File: src/rtl/uart_rx.sv
`timescale 1ns/1ps
// uart_rx: serial receiver for idle-high frames of one start bit (0),
// D_WIDTH data bits LSB first, and one stop bit (1). Each bit lasts
// CLKS_PER_BIT clocks. Recovered words are held in a single-entry
// valid/ready output register. Framing errors and overruns are pulsed.
module uart_rx #(
    parameter int D_WIDTH      = 15,
    parameter int CLKS_PER_BIT = 1,
    parameter int SYNC_STAGES  = 2
) (
    input  logic               clk,
    input  logic               rst,
    input  logic               rx,
    output logic [D_WIDTH-1:0] rx_data,
    output logic               rx_valid,
    input  logic               rx_ready,
    output logic               rx_busy,
    output logic               rx_frame_err,
    output logic               rx_overrun
);

    localparam int HALF = (CLKS_PER_BIT - 1) / 2;
    localparam int CW   = $clog2(CLKS_PER_BIT) + 1;
    localparam int BW   = $clog2(D_WIDTH) + 1;

    localparam logic [CW-1:0] LAST_CNT = CW'(CLKS_PER_BIT - 1);
    localparam logic [CW-1:0] HALF_CNT = CW'(HALF);
    localparam logic [BW-1:0] LAST_BIT = BW'(D_WIDTH - 1);

    typedef enum logic [2:0] {
        IDLE,
        START,
        DATA,
        STOP,
        BREAK
    } state_t;

    state_t             state;
    logic [CW-1:0]      cnt;
    logic [BW-1:0]      bitcnt;
    logic [D_WIDTH-1:0] shreg;
    logic               rx_s;
    logic               sample_data;
    logic               xfer;

    // Input synchroniser; SYNC_STAGES==0 feeds rx straight to the FSM.
    generate
        if (SYNC_STAGES == 0) begin : g_nosync
            assign rx_s = rx;
        end else begin : g_sync
            logic [SYNC_STAGES-1:0] sync;

            // Shift rx through the synchroniser chain; reset to the idle level.
            // NOTE: sequential state uses <= so every flop samples pre-edge values.
            always_ff @(posedge clk) begin
                if (rst) begin
                    sync <= '1;
                end else begin
                    sync[0] <= rx;
                    for (int i = 1; i < SYNC_STAGES; i++) begin
                        sync[i] <= sync[i-1];
                    end
                end
            end

            assign rx_s = sync[SYNC_STAGES-1];
        end
    endgenerate

    assign sample_data = (state == DATA) && (cnt == LAST_CNT);
    assign xfer        = rx_valid && rx_ready;

    // Shift data samples in at the MSB so the first bit lands at the LSB.
    // NOTE: no reset on this datapath register; a full frame overwrites it before any commit.
    always_ff @(posedge clk) begin
        if (sample_data) begin
            shreg <= {rx_s, shreg[D_WIDTH-1:1]};
        end
    end

    // Receive FSM, output register and error pulses.
    always_ff @(posedge clk) begin
        if (rst) begin
            state        <= IDLE;
            cnt          <= '0;
            bitcnt       <= '0;
            rx_busy      <= 1'b0;
            rx_data      <= '0;
            rx_valid     <= 1'b0;
            rx_frame_err <= 1'b0;
            rx_overrun   <= 1'b0;
        end else begin
            rx_frame_err <= 1'b0;
            rx_overrun   <= 1'b0;
            // NOTE: a commit later in this block overrides this clear (last <= wins).
            if (xfer) begin
                rx_valid <= 1'b0;
            end

            case (state)
                IDLE: begin
                    if (!rx_s) begin
                        rx_busy <= 1'b1;
                        bitcnt  <= '0;
                        if (HALF == 0) begin
                            state <= DATA;
                            cnt   <= '0;
                        end else begin
                            state <= START;
                            cnt   <= CW'(1);
                        end
                    end
                end

                START: begin
                    if (cnt == HALF_CNT) begin
                        cnt <= '0;
                        if (!rx_s) begin
                            state <= DATA;
                        end else begin
                            state   <= IDLE;
                            rx_busy <= 1'b0;
                        end
                    end else begin
                        cnt <= cnt + 1'b1;
                    end
                end

                DATA: begin
                    if (cnt == LAST_CNT) begin
                        cnt <= '0;
                        if (bitcnt == LAST_BIT) begin
                            state <= STOP;
                        end else begin
                            bitcnt <= bitcnt + 1'b1;
                        end
                    end else begin
                        cnt <= cnt + 1'b1;
                    end
                end

                STOP: begin
                    if (cnt == LAST_CNT) begin
                        cnt <= '0;
                        if (rx_s) begin
                            state   <= IDLE;
                            rx_busy <= 1'b0;
                            if (!rx_valid || xfer) begin
                                rx_data  <= shreg;
                                rx_valid <= 1'b1;
                            end else begin
                                rx_overrun <= 1'b1;
                            end
                        end else begin
                            state        <= BREAK;
                            rx_frame_err <= 1'b1;
                        end
                    end else begin
                        cnt <= cnt + 1'b1;
                    end
                end

                BREAK: begin
                    if (rx_s) begin
                        state   <= IDLE;
                        rx_busy <= 1'b0;
                    end
                end

                default: begin
                    state   <= IDLE;
                    rx_busy <= 1'b0;
                end
            endcase
        end
    end

endmodule

File: config.mk
export PLATFORM = sky130hd
export DESIGN_NAME = uart_rx
export DESIGN_NICKNAME = d
export VERILOG_FILES = /design/src/rtl/uart_rx.sv
export SDC_FILE = /design/constraint.sdc
export NUM_CORES = 1
export LEC_CHECK = 0
export BUFFER_PORTS_ARGS = -buffer_cell sky130_fd_sc_hd__buf_2
export CORE_ASPECT_RATIO = 0.8
export CORE_UTILIZATION = 30
export CTS_BUF_LIST = sky130_fd_sc_hd__clkbuf_4 sky130_fd_sc_hd__clkbuf_8 sky130_fd_sc_hd__clkbuf_16
export CTS_CLUSTER_SIZE = 20
export DETAILED_ROUTE_END_ITERATION = 7
export PLACE_DENSITY = 0.52
export SKIP_CTS_REPAIR_TIMING = 1
export SLEW_MARGIN = 0
export SYNTH_ARGS = -nofsm -noshare
export SYNTH_HDL_FRONTEND = slang
export SYNTH_SLANG_ARGS = --single-unit
File: constraint.sdc
create_clock -name clk -period 2.25 [get_ports clk]
set_input_delay 0.45 -clock clk [delete_from_list [all_inputs] [get_ports clk]]
set_output_delay 0.45 -clock clk [all_outputs]
set_load 0.005 [all_outputs]
### Word-level counts from Yosys, hierarchy flattened

Index checks and enable logic that the tools add are counted.
Widths: inputs -> output; s select.

| cells by class | value |
|---|---|
| add/sub/neg operators | 2 |
| divide/modulo/power cells | 0 |
| equal/unequal tests | 13 |
| mux-type cells | 27 |
| reductions and logical operators | 16 |
| order comparisons | 0 |
| multipliers | 0 |
| shift operators | 0 |
| bitwise gates (word level) | 4 |

Operator list:

| cell | count |
|---|---|
| $mux 3 | 7 |
| $mux 5 | 3 |
| $pmux 3 s5 | 1 |
| $ne 2x2->1 const B | 7 |
| $mux 1 | 12 |
| $pmux 5 s2 | 1 |
| $reduce_and 4->1 | 2 |
| $eq 3x2->1 const B | 2 |
| $reduce_and 6->1 | 1 |
| $reduce_or 3->1 | 2 |
| $add 5x1->5 const B | 1 |
| $eq 5x4->1 const B | 1 |
| $not 1->1 | 4 |
| $pmux 1 s4 | 1 |
| $reduce_bool 2->1 | 2 |
| $reduce_or 4->1 | 1 |
| $eq 3x1->1 const B | 1 |
| $eq 3x3->1 const B | 1 |
| $logic_not 3->1 | 1 |
| $reduce_and 3->1 | 1 |
| $logic_and 1x1->1 | 2 |
| $mux 2 | 1 |
| $ne 2x1->1 const B | 1 |
| $pmux 1 s2 | 1 |
| 5 further kinds | 5 |

| storage, ports and cells | value |
|---|---|
| ROM bits | 0 |
| memories | 0 |
| word-level logic and storage cells | 72 |
| register bits | 45 |
| latch bits | 0 |
| output and inout port bits | 19 |
| memory bits (writable) | 0 |

### Logic depth before layout (Yosys ltp)

Gate-level depths: netlist of run 1.

| logic depth | value |
|---|---|
| depth in word-level cells | 6 |
| gate-level depth with buffers | 7 |

### Worst setup path before layout of run 1

No wires, ideal clock.

| timing path | value |
|---|---|
| path type | register -> register |
| start point | reg state[1] |
| end point | reg shreg[0] (enable) |
| setup time | 386 ps |
| slack | 664 ps |
| data required time | 1864 ps |
| clock period less this slack | 1586 ps |
| data arrival time | 1200 ps |
| stages on the path, launching flop included | 4 |
| cells stage by stage | dfxtp_1 clkbuf_2 nand2b_1 nor2_1 |

| between the ends | value |
|---|---|
| cells in the longest elaborated chain, start to end | 2 |

RTL lines:

| element | line | source |
|---|---|---|
| from (decl) | 38 | `state_t state;` |
| from (signal assigned) | 84 | `state <= IDLE;` |
| from (signal assigned) | 106 | `state <= DATA;` |
| from (signal assigned) | 109 | `state <= START;` |
| $eq 3x2->1 | 70 | `assign sample_data = (state == DATA) && (cnt == LAST_CNT);` |
| $logic_and 1x1->1 | 70 |  |
| to (signal assigned) | 77 | `shreg <= {rx_s, shreg[D_WIDTH-1:1]};` |
| to (decl) | 41 | `logic [D_WIDTH-1:0] shreg;` |

No other way between the ends.
A chain may end at the register's enable or synchronous reset.

### Worst setup path after layout of run 1

| timing path | value |
|---|---|
| start point | reg state[0] |
| end point | reg rx_data[0] |

| between the ends | value |
|---|---|
| cells in the longest elaborated chain, start to end | 2 |

RTL lines:

| element | line | source |
|---|---|---|
| $eq 3x2->1 | 100 | `case (state)` |
| $reduce_and 4->1 (no line) | - |  |
| to (signal assigned) | 149 | `rx_data <= shreg;` |
| to (decl) | 14 | `output logic [D_WIDTH-1:0] rx_data,` |

No other way between the ends.

==> results by group, run 1 <==
Run status
  • Outcome: finished with violations
  • Violated checks: design-rule violations

GRT
  • Wire length of the first global-routing pass: 4590 um
  • Largest net degree at the start of global routing: 27
  • Global Route Usage Sum: 10.7%
  • Vias in the first global route: 982
  • Gr ovfl total: 0
  • Initial antenna violation count: 0

Detailed routing
  • DRC Markers: 6
  • Total Wirelength: 2840 um
  • Starting DRT DRC Count: 106
  • Vias per cell: 4.69
  • TritonRoute pass-1 iters: 6
  • Average wire per standard cell: 12.9 um
  • Routed Antenna Nets: 0
  • Vias: 1031

Die
  • # IOs: 23
  • Die Span X: 84.1 um
  • Row cnt: 23
  • Initial core utilization: 31.8%
  • Die ar.: 5690 um2
  • Die Y: 67.7 um
  • Core ar.: 5090 um2

Placed design
  • Final HPWL DP: 1900 um
  • RD Place Congestion: 0.785
  • Port bufs: 22

CTS
  • Max clock buf depth: 2
  • CTS buffer count: 5
  • Worst-Skew Late Latency: 0.29 ns
  • TritonCTS clock tree: done
  • Root Buffer: clkbuf_8
  • Clock transition at path regs: 0.08 ns
  • Clock sink total: 44
  • Htree depth: 2

Timing
  • Worst Max-Slew Pin Slew: 0.472 ns
  • RSZ-0062 raised after global routing: false
  • Slew headroom: 68.3%
  • Period utilization: 67.9%
  • Setup TNS: 0 ns
  • Fmax: 0.655 GHz
  • Final Skew: 0.00685 ns
  • Final Hold Vio Count: 0
  • Pins over their slew limit: 0
  • Fin crit period: 1.53 ns
  • Final Setup Violations: 0

Cells and area
  • Commonest non-fill, non-tap cell in the layout: dfxtp_1
  • Nets: 163
  • Share of cells above drive strength 1: 25.3%
  • Post-layout util: 36.9%
  • Most frequent cells in the layout: dfxtp_1 (29), nor2_1 (24), buf_2 (22)
  • Antenna diode count: 0
  • P&R area growth vs syn: 16.1%

Logic synthesis
  • Largest cells by area after synthesis: dfxtp_1 (36%), edfxtp_1 (28%), mux2i_1 (9.3%)
  • YS warnings: 0
  • Cells after Synth: 133
  • Share of the synthesized area in the top cell type: 35.9%
  • Syn Std Cell Area: 1620 um2
  • Syn Area/Cell: 12.2 um2
  • Area leader, netlist: dfxtp_1
  • Synth Register Bits: 44
  • Syn nets: 139
  • Sequential area share after synthesis: 63.7%
  • Count of cell types in the netlist: 30

Worst setup path
  • Largest stage delay, worst path: 0.49 ns
  • Setup crit start kind: flip-flop
  • Crit-path cells: nand4b_1 > nor2b_2 > buf_4 > mux2i_1 > nor2_1
  • CP max FO: 15
  • Worst Setup End Kind: flip-flop
  • Crit-path slowest cell: dfxtp_1
  • CP arrival: 1.69 ns
  • WP data required: 2.42 ns
  • Kind of critical path: reg2reg

Power
  • Leakage: 0.707 nW
  • PwrDens: 792 nW/um2
  • Worst VDD drop: 0.000298 V

Flow run
  • Max_cap viols: 0

Hold path
  • Hold Path Class: in2reg
[where the power goes]
group / switching (W) / leakage (nW) / internal [W] / total, W
Combinational: 0.0000227 / 0.277 / 0.0000128 / 0.0000355
Clock: 0.000251 / 0.0593 / 0.000356 / 0.000607
Sequential: 0.0000101 / 0.371 / 0.000834 / 0.000844
Total: 0.000284 / 0.707 / 0.00120 / 0.00149
[flip-flops by register name, indices dropped and copies added (netlist names)]
| register | cells |
|---|---|
| rx_data | 15 |
| shreg | 15 |
| bitcnt | 5 |
| state | 3 |
| g_sync.sync | 2 |
| rx_busy | 1 |
| rx_frame_err | 1 |
| rx_overrun | 1 |
| rx_valid | 1 |
[routing by layer]
layer	share of wire, %	routed length, um	track usage [%]
met1	50	1410	14.1
met2	44	1250	15.9
met3	4.8	136	3.55
met4	1.6	45	5.17
met5	0	0	0
[logic make-up (layout without fill, tap and decap cells)]
logic type	count (synthesis)	in the layout	share of synthesized area, %
simple gates	46	46	14.4
mux	16	16	9.98
flops	44	44	63.7
compound gates	15	15	6.03
fa+ha+maj	2	2	1.55
buf+inv	10	35	4.33
[cell type report]
type	instances	area, um2
Clock buffer	7	83.8
Clock inverter	1	30.0
Inverter	3	11.3
Sequential cell	44	1030
Timing Repair Buffer	24	125
Multi-Input combinational cell	79	519
Fill cell	499	3220
Tap cell	62	77.6
[Yosys cell counts]
library cell  number
a2111oi_0          1
a21oi_1            2
a31oi_1            2
and2b_1            1
and4_2             1
buf_12             1
buf_4              2
buf_6              1
clkbuf_1           2
clkbuf_2           1
dfxtp_1           29
edfxtp_1          15
ha_1               2
inv_1              3
mux2_2             1
mux2i_1           15
nand2_1            3
nand2b_1           4
nand3_1            2
nand3b_1           1
nand4b_1           2
nor2_1            24
nor2b_1            2
nor3_1             3
o21ai_0            6
o21ai_1            2
o31a_2             1
o41ai_2            1
or2_2              2
or4b_4             1
[worst max-delay path: cells and delay by family (launching register included)]
kind / cells / cell delay, ns
flops: 1 / 0.49
mux: 1 / 0.23
simple gates: 3 / 0.40
buf+inv: 1 / 0.28
[per-stage QoR]
| stage | cell area (um2) | instances | hold slack (ns) | setup WS, ns | power, W |
|---|---|---|---|---|---|
| global route | 1880 | 220 | 0.337 | 0.514 | 0.00155 |
| floorplan | 1620 | 133 | 0.389 | 0.664 | 0.000886 |
| finish | 1880 | 220 | 0.341 | 0.723 | 0.00149 |
| global placement | 1760 | 212 | 0.395 | 0.542 | 0.000896 |
| CTS | 1880 | 220 | 0.329 | 0.676 | 0.00151 |
| detailed placement | 1760 | 212 | 0.412 | 0.508 | 0.000899 |
[worst paths after layout]
kind | start | to | slack [ns] | cells past startpoint
hold / removal | rx | g_sync.sync[0] | 0.34 | 2
hold reg to reg | g_sync.sync[0] | g_sync.sync[1] | 0.42 | 1
setup / recovery | state[0] | rx_data[0] | 0.72 | 5
setup reg to reg | state[0] | rx_data[0] | 0.72 | 5
No activity file was read; power rests on OpenSTA's default activity.
==> inputs of run 2 (changes only) <==
PLACE_DENSITY = 0.54   (was 0.52)
clock period = 1.4 ns   (was 2.25 ns; I/O delays follow)
==> run 2 against run 1 <==
  * The run still ends with design-rule violations left
  * Fmax rose by 17%
  * Non-clock buffer count up 7
  * Cell count increased by 3.2%
  * Hold slack worse by 0.16 ns
  * First-iteration DRC count fell by 44%
  * Final area increased by 3.5%
  * Critical path depth is the same
  * Routed wire length rose by 3.6%
  * Sequential power up 61%
  * Via count down 0.78%
  * Largest cell class unchanged
  * Largest power group unchanged
  * Highest routed layer unchanged
==> results by group, run 2 (synthesized netlist as in run 1, its figures left out) <==
Run status
  • Outcome: finished with violations (unchanged)
  • Violated checks: design-rule violations (unchanged)

CTS
  • TritonCTS clock tree: done (unchanged)
  • Max clock buf depth: 2 (unchanged)
  • Root Buffer: clkbuf_8 (unchanged)
  • Clock transition at path regs: 0.08 ns (about the same)
  • Clock sink total: 44 (unchanged)
  • Worst-Skew Late Latency: 0.28 ns (was 0.29 ns)
  • CTS buffer count: 5 (unchanged)
  • Htree depth: 2 (unchanged)

Detailed routing
  • Vias: 1023 (was 1031)
  • DRC Markers: 4 (was 6)
  • Total Wirelength: 2940 um (was 2840 um)
  • TritonRoute pass-1 iters: 6 (unchanged)
  • Vias per cell: 4.51 (was 4.69)
  • Routed Antenna Nets: 0 (unchanged)
  • Average wire per standard cell: 13.0 um (was 12.9 um)
  • Starting DRT DRC Count: 59 (was 106)

Flow run
  • Max_cap viols: 0 (unchanged)

Timing
  • Pins over their slew limit: 0 (unchanged)
  • Final Setup Violations: 0 (unchanged)
  • Final Hold Vio Count: 0 (unchanged)
  • Period utilization: 93.0% (was 67.9%)
  • RSZ-0062 raised after global routing: false (unchanged)
  • Slew headroom: 78.9% (was 68.3%)
  • Fmax: 0.768 GHz (was 0.655 GHz)
  • Min setup slack post-route: 0.0973 ns (was 0.723 ns)
  • Fin crit period: 1.30 ns (was 1.53 ns)
  • Final Skew: 0.00383 ns (was 0.00685 ns)
  • Worst Max-Slew Pin Slew: 0.309 ns (was 0.472 ns)

GRT
  • Met1 GRT Util: 13.2% (was 14.1%)
  • Gr busiest metal: met2 (unchanged)
  • Wire length of the first global-routing pass: 4730 um (was 4590 um)
  • Met2 usage: 18.3% (was 15.9%)
  • Gr ovfl total: 0 (unchanged)
  • Largest net degree at the start of global routing: 16 (was 27)
  • GR Util met3: 3.79% (was 3.55%)
  • Initial antenna violation count: 0 (unchanged)
  • Vias in the first global route: 1041 (was 982)
  • Global Route Usage Sum: 10.9% (was 10.7%)

Power
  • Comb power frac: 3.3% (was 2.4%)
  • Seq pwr share: 61.5% (was 56.8%)
  • Worst VDD drop: 0.000315 V (was 0.000298 V)
  • Switch share: 20.1% (was 19.1%)
  • Leakage: 0.739 nW (was 0.707 nW)
  • Clock power share: 35.2% (was 40.8%)
  • NetSw: 0.000443 W (was 0.000284 W)
  • PwrDens: 1130 nW/um2 (was 792 nW/um2)
  • Int Pwr: 0.00176 W (was 0.00120 W)

Placed design
  • Final HPWL DP: 2040 um (was 1900 um)
  • DP Worst Slack: 0.0286 ns (was 0.508 ns)
  • Post-Place Cells: 218 (was 212)
  • RD Place Congestion: 0.798 (was 0.785)
  • Port bufs: 22 (unchanged)

Die
  • Die Span X: 84.1 um (unchanged)
  • Die ar.: 5690 um2 (unchanged)
  • Row cnt: 23 (unchanged)
  • # IOs: 23 (unchanged)
  • Core ar.: 5090 um2 (unchanged)
  • Die Y: 67.7 um (unchanged)
  • Initial core utilization: 31.8% (unchanged)

Hold path
  • Hold Path Class: in2reg (unchanged)
  • Hold Path Stages: 2 (unchanged)

Worst setup path
  • Top Family by Delay on Critical Path: simple AND/OR/NAND/NOR gates (was flip-flops)
  • Setup crit start kind: flip-flop (unchanged)
  • Kind of critical path: reg2reg (unchanged)
  • CP Depth: 5 (unchanged)
  • Worst Reg-to-Reg Cells: 5 (unchanged)
  • Crit-path cells: nand4b_1 > nor2b_2 > buf_12 > mux2i_1 > nor2_1 (was nand4b_1 > nor2b_2 > buf_4 > mux2i_1 > nor2_1)
  • WP data required: 1.58 ns (was 2.42 ns)
  • CP arrival: 1.49 ns (was 1.69 ns)
  • Worst Setup End Kind: flip-flop (unchanged)
  • Critical path buffers and inverters: 1 (unchanged)
  • CP max FO: 15 (unchanged)
  • Crit-path slowest cell: dfxtp_1 (unchanged)
  • Largest stage delay, worst path: 0.34 ns (was 0.49 ns)

Cells and area
  • Fin cells: 227 (was 220)
  • Biggest regs: rx_data: 15 flops, shreg: 15 flops, bitcnt: 5 flops (unchanged)
  • P&R area growth vs syn: 20.1% (was 16.1%)
  • Nets: 170 (was 163)
  • Antenna diode count: 0 (unchanged)
  • Most frequent cells in the layout: dfxtp_1 (27), nor2_1 (22), buf_2 (22) (was dfxtp_1 (29), nor2_1 (24), buf_2 (22))
  • Post-layout util: 38.1% (was 36.9%)
  • Share of cells above drive strength 1: 31.5% (was 25.3%)
  • Commonest non-fill, non-tap cell in the layout: dfxtp_1 (unchanged)
==> run 2: changes by cell type in the layout (fill, tap and decap cells not counted) <==
| cell | before | now |
|---|---|---|
| buf_4 | 2 | 7 |
| nor2_2 | 0 | 2 |
| bufinv_16 | 1 | 0 |
| clkinv_2 | 0 | 1 |
| nor3_2 | 0 | 1 |
| nor3_1 | 3 | 2 |
| dfxtp_2 | 0 | 2 |
| buf_12 | 0 | 2 |
| dfxtp_1 | 29 | 27 |
| nor2_1 | 24 | 22 |
==> run 2: through the flow <==
step	total power (W)	hold WS, ns	TNS, ns	area [um2]
floorplan	0.00142	0.384	0	1620
global placement	0.00145	0.400	0	1840
detailed placement	0.00146	0.397	0	1840
CTS	0.00224	0.172	-0.00269	1930
global route	0.00230	0.186	0	1940
finish	0.00220	0.176	0	1940
==> run 2: layer usage <==
metal  vias up  wire length, um  share of wire [%]
met5         -                0                  0
met4         0               16               0.54
met3         2              111                3.8
met2        16             1350                 46
met1       482             1470                 50
li1        523                -                  -
==> run 2: layout make-up <==
cell class / instances / area, um2
fillers: 503 / 3150
flip-flops and latches: 44 / 1030
multi-input cells: 79 / 529
repair buffers: 31 / 203
clock buffers: 7 / 83.8
well taps: 62 / 77.6
inverters: 3 / 11.3
clock inverters: 1 / 5.00
==> run 2: worst paths after layout <==
check / startpoint / end / slack [ns]
setup / recovery: state[2] / rx_data[10] / 0.1
hold / removal: rx / g_sync.sync[0] / 0.18
hold reg to reg: g_sync.sync[0] / g_sync.sync[1] / 0.41
setup reg to reg: state[2] / rx_data[10] / 0.1
==> run 2: power by group through the flow <==
stage | logic, W | registers (W) | clock network, W
detailed placement | 0.0000716 | 0.00139 | 0
CTS | 0.0000724 | 0.00136 | 0.000814
global placement | 0.0000685 | 0.00138 | 0
floorplan | 0.0000450 | 0.00138 | 0
global route | 0.0000796 | 0.00136 | 0.000862
finish | 0.0000720 | 0.00136 | 0.000775
==> run 2: worst register-to-register path: stages (launching register included) <==
cell,delay [ns]
dfxtp_1,0.34
nand4b_1,0.22
nor2b_2,0.19
buf_12,0.18
mux2i_1,0.22
nor2_1,0.05
==> inputs of run 3 (changes only) <==
ABC_AREA = 1   (was unset)
==> run 3 against run 2 <==
  * The run now ends clean
  * Flip-flop and latch count stayed put
  * Routed wire length is 7.4% higher
  * Fmax is 4.6% higher
  * Largest cell class unchanged
  * Largest power group unchanged
==> results by group, run 3 <==
Timing
  • Fmax: 0.803 GHz (was 0.768 GHz)
  • Final Setup Violations: 0 (unchanged)
  • Min setup slack post-route: 0.154 ns (was 0.0973 ns)
  • Pins over their slew limit: 0 (unchanged)
  • Final Skew: 0.0114 ns (was 0.00383 ns)
  • Slew headroom: 78.6% (was 78.9%)
  • Period utilization: 89.0% (was 93.0%)
  • RSZ-0062 raised after global routing: false (unchanged)
  • Final Hold Vio Count: 0 (unchanged)
  • Setup TNS: 0 ns (unchanged)
  • Fin crit period: 1.25 ns (was 1.30 ns)
  • Worst Max-Slew Pin Slew: 0.321 ns (was 0.309 ns)

Worst setup path
  • Kind of critical path: reg2reg (unchanged)
  • CP max FO: 6 (was 15)
  • Top Family by Delay on Critical Path: simple AND/OR/NAND/NOR gates (unchanged)
  • Largest stage delay, worst path: 0.33 ns (was 0.34 ns)
  • CP arrival: 1.44 ns (was 1.49 ns)
  • WP data required: 1.59 ns (was 1.58 ns)
  • Critical R2R Launch: bitcnt[0] (was state[2])
  • Worst Setup End Kind: flip-flop (unchanged)
  • Reg2Reg Setup Slack: 0.15 ns (was 0.1 ns)
  • Critical path buffers and inverters: 2 (was 1)
  • Crit-path slowest cell: dfxtp_1 (unchanged)
  • Worst Reg-to-Reg Cells: 10 (was 5)
  • Crit-path cells: inv_1 > ha_1 > inv_1 > nor2_1 > nand2_1 > nand2_2 > nand2_4 > nand2_1 > nand2_1 > nor2_1 (was nand4b_1 > nor2b_2 > buf_12 > mux2i_1 > nor2_1)
  • Most Frequent Cell on Critical Path: nand2_1
  • FF-to-FF End: bitcnt[4] (was rx_data[10])
  • Setup crit start kind: flip-flop (unchanged)

Logic synthesis
  • Count of cell types in the netlist: 26 (was 30)
  • Cells after Synth: 175 (was 133)
  • Sequential area share after synthesis: 60.5% (was 63.7%)
  • Ys flop type: dfxtp_1 (unchanged)
  • Share of the synthesized area in the top cell type: 34.1% (was 35.9%)
  • Most frequent cell after synthesis: nand2_1 (was dfxtp_1)
  • Area leader, netlist: dfxtp_1 (unchanged)
  • Syn nets: 181 (was 139)
  • Synth Register Bits: 44 (unchanged)
  • EDFF count, synth: 15 (unchanged)
  • Post-synth top cells: nand2_1 (39), dfxtp_1 (29), a21oi_1 (21), edfxtp_1 (15), nand4_1 (15) (was dfxtp_1 (29), nor2_1 (24), edfxtp_1 (15), mux2i_1 (15), o21ai_0 (6))
  • Largest cells by area after synthesis: dfxtp_1 (34%), edfxtp_1 (26%), nand2_1 (8.6%) (was dfxtp_1 (36%), edfxtp_1 (28%), mux2i_1 (9.3%))
  • Syn Area/Cell: 9.74 um2 (was 12.2 um2)
  • Syn Std Cell Area: 1700 um2 (was 1620 um2)
  • YS warnings: 0 (unchanged)
  • Fraction of registers with async set/reset: 0% (unchanged)

Cells and area
  • Nets: 211 (was 170)
  • Commonest non-fill, non-tap cell in the layout: nand2_1 (was dfxtp_1)
  • Share of cells above drive strength 1: 25.2% (was 31.5%)
  • Fin cells: 284 (was 227)
  • Biggest regs: rx_data: 15 flops, shreg: 15 flops, bitcnt: 5 flops (unchanged)
  • Post-layout util: 37.8% (was 38.1%)
  • Antenna diode count: 0 (unchanged)
  • P&R area growth vs syn: 21.2% (was 20.1%)
  • Most frequent cells in the layout: nand2_1 (39), dfxtp_1 (28), buf_2 (22) (was dfxtp_1 (27), nor2_1 (22), buf_2 (22))
  • # fillers: 568 (was 503)

Detailed routing
  • Starting DRT DRC Count: 88 (was 59)
  • Vias per cell: 4.36 (was 4.51)
  • Vias: 1237 (was 1023)
  • DRC Markers: 0 (was 4)
  • Average wire per standard cell: 11.1 um (was 13.0 um)
  • Routed Antenna Nets: 0 (unchanged)
  • TritonRoute pass-1 iters: 4 (was 6)
  • Total Wirelength: 3160 um (was 2940 um)

Die
  • Initial core utilization: 31.2% (was 31.8%)
  • Die Span X: 86.3 um (was 84.1 um)
  • # IOs: 23 (unchanged)
  • Core ar.: 5470 um2 (was 5090 um2)
  • Die ar.: 5990 um2 (was 5690 um2)
  • Row cnt: 24 (was 23)
  • Die Y: 69.4 um (was 67.7 um)

GRT
  • Largest net degree at the start of global routing: 17 (was 16)
  • Gr ovfl total: 0 (unchanged)
  • Wire length of the first global-routing pass: 5410 um (was 4730 um)
  • Vias in the first global route: 1126 (was 1041)
  • Global Route Usage Sum: 11.8% (was 10.9%)
  • Initial antenna violation count: 0 (unchanged)

Power
  • NetSw: 0.000501 W (was 0.000443 W)
  • Int Pwr: 0.00197 W (was 0.00176 W)
  • Clock power share: 40.7% (was 35.2%)
  • Leakage: 0.799 nW (was 0.739 nW)
  • Switch share: 20.3% (was 20.1%)
  • Comb power frac: 4.0% (was 3.3%)
  • Seq pwr share: 55.2% (was 61.5%)
  • Total power: 0.00247 W (was 0.00220 W)
  • PwrDens: 1190 nW/um2 (was 1130 nW/um2)
  • Worst VDD drop: 0.000470 V (was 0.000315 V)

Placed design
  • Final HPWL DP: 2230 um (was 2040 um)
  • RD Place Congestion: 0.809 (was 0.798)
  • Port bufs: 22 (unchanged)
  • DP Worst Slack: 0.141 ns (was 0.0286 ns)
  • Post-Place Cells: 276 (was 218)

CTS
  • CTS buffer count: 5 (unchanged)
  • Root Buffer: clkbuf_8 (unchanged)
  • Clock transition at path regs: 0.08 ns (about the same)
  • Clock sink total: 44 (unchanged)
  • Max clock buf depth: 2 (unchanged)
  • TritonCTS clock tree: done (unchanged)
  • Htree depth: 2 (unchanged)
  • Worst-Skew Late Latency: 0.29 ns (was 0.28 ns)

Hold path
  • Hold Path Stages: 2 (unchanged)
  • Hold path endpoint: g_sync.sync[0] (unchanged)
  • Hold Path Class: in2reg (unchanged)
  • Hold wc startpoint: rx (unchanged)

Run status
  • Outcome: finished, final reports clean (was finished with violations)

Flow run
  • Max_cap viols: 0 (unchanged)
==> run 3: cell count changes in the layout (fill, tap and decap cells not counted), moves of 6 or more <==
cell | previous run | this run
o21ai_0 | 6 | 0
mux2i_1 | 15 | 0
a21oi_1 | 2 | 21
inv_1 | 3 | 10
nor2_1 | 22 | 9
nand4_1 | 0 | 15
nand2_1 | 3 | 39
nand3_1 | 2 | 10
==> run 3: per-stage QoR <==
stage	instance area, um2	hold slack (ns)
3_3_place_gp	1940	0.396
3_5_place_dp	1940	0.395
2_1_floorplan	1700	0.384
5_1_grt	2070	0.162
4_1_cts	2060	0.152
6_report	2070	0.165
==> run 3: kinds of logic after synthesis <==
| logic type | count (synthesis) | share of synthesized area (%) |
|---|---|---|
| flops | 44 | 60.5 |
| compound gates | 23 | 7.12 |
| simple gates | 83 | 24.4 |
| buf+inv | 23 | 6.46 |
| fa+ha+maj | 2 | 1.47 |
==> run 3: power groups by stage <==
stage / clock, W / combinational, W / sequential (W)
6_report: 0.00100 / 0.0000993 / 0.00136
5_1_grt: 0.00108 / 0.000111 / 0.00137
4_1_cts: 0.00104 / 0.000101 / 0.00136
3_5_place_dp: 0 / 0.000101 / 0.00139
3_3_place_gp: 0 / 0.000100 / 0.00139
2_1_floorplan: 0 / 0.0000645 / 0.00139
==> run 3: routing by layer <==
metal / routed length (um) / track usage [%] / vias to the layer above
met5: 0 / 0 / -
met4: 56 / 5.56 / 0
met3: 127 / 3.21 / 4
met1: 1670 / 17.5 / 550
met2: 1310 / 15.5 / 25
li1: - / - / 658
==> run 3: how the worst max path moves through the flow <==
stage                endpoint       from  depth (start not counted)
global route        bitcnt[2]  bitcnt[0]                          9
detailed placement  bitcnt[4]  bitcnt[1]                          9
floorplan           bitcnt[4]   state[1]                          7
finish              bitcnt[4]  bitcnt[0]                         10
global placement    bitcnt[3]   state[1]                          7
CTS                 bitcnt[4]  bitcnt[1]                          9
==> run 3: area by class of cell <==
class / instances / area, um2 / area share, %
inverter: 15 / 61.3 / 2.97
tap: 78 / 97.6 / 4.72
sequential: 44 / 1030 / 50.0
clock inverter: 2 / 38.8 / 1.88
timing repair buffer: 31 / 190 / 9.21
clock buffer: 6 / 82.6 / 4.00
multi-input combinational: 108 / 563 / 27.3
==> run 3: worst reg2reg max path, cell delays in order, from the launching register on <==
cell and delay (ns):
dfxtp_1 0.33, inv_1 0.06, ha_1 0.19, inv_1 0.05, nor2_1 0.03, nand2_1 0.13, nand2_2 0.11, nand2_4 0.11
nand2_1 0.06, nand2_1 0.05, nor2_1 0.04
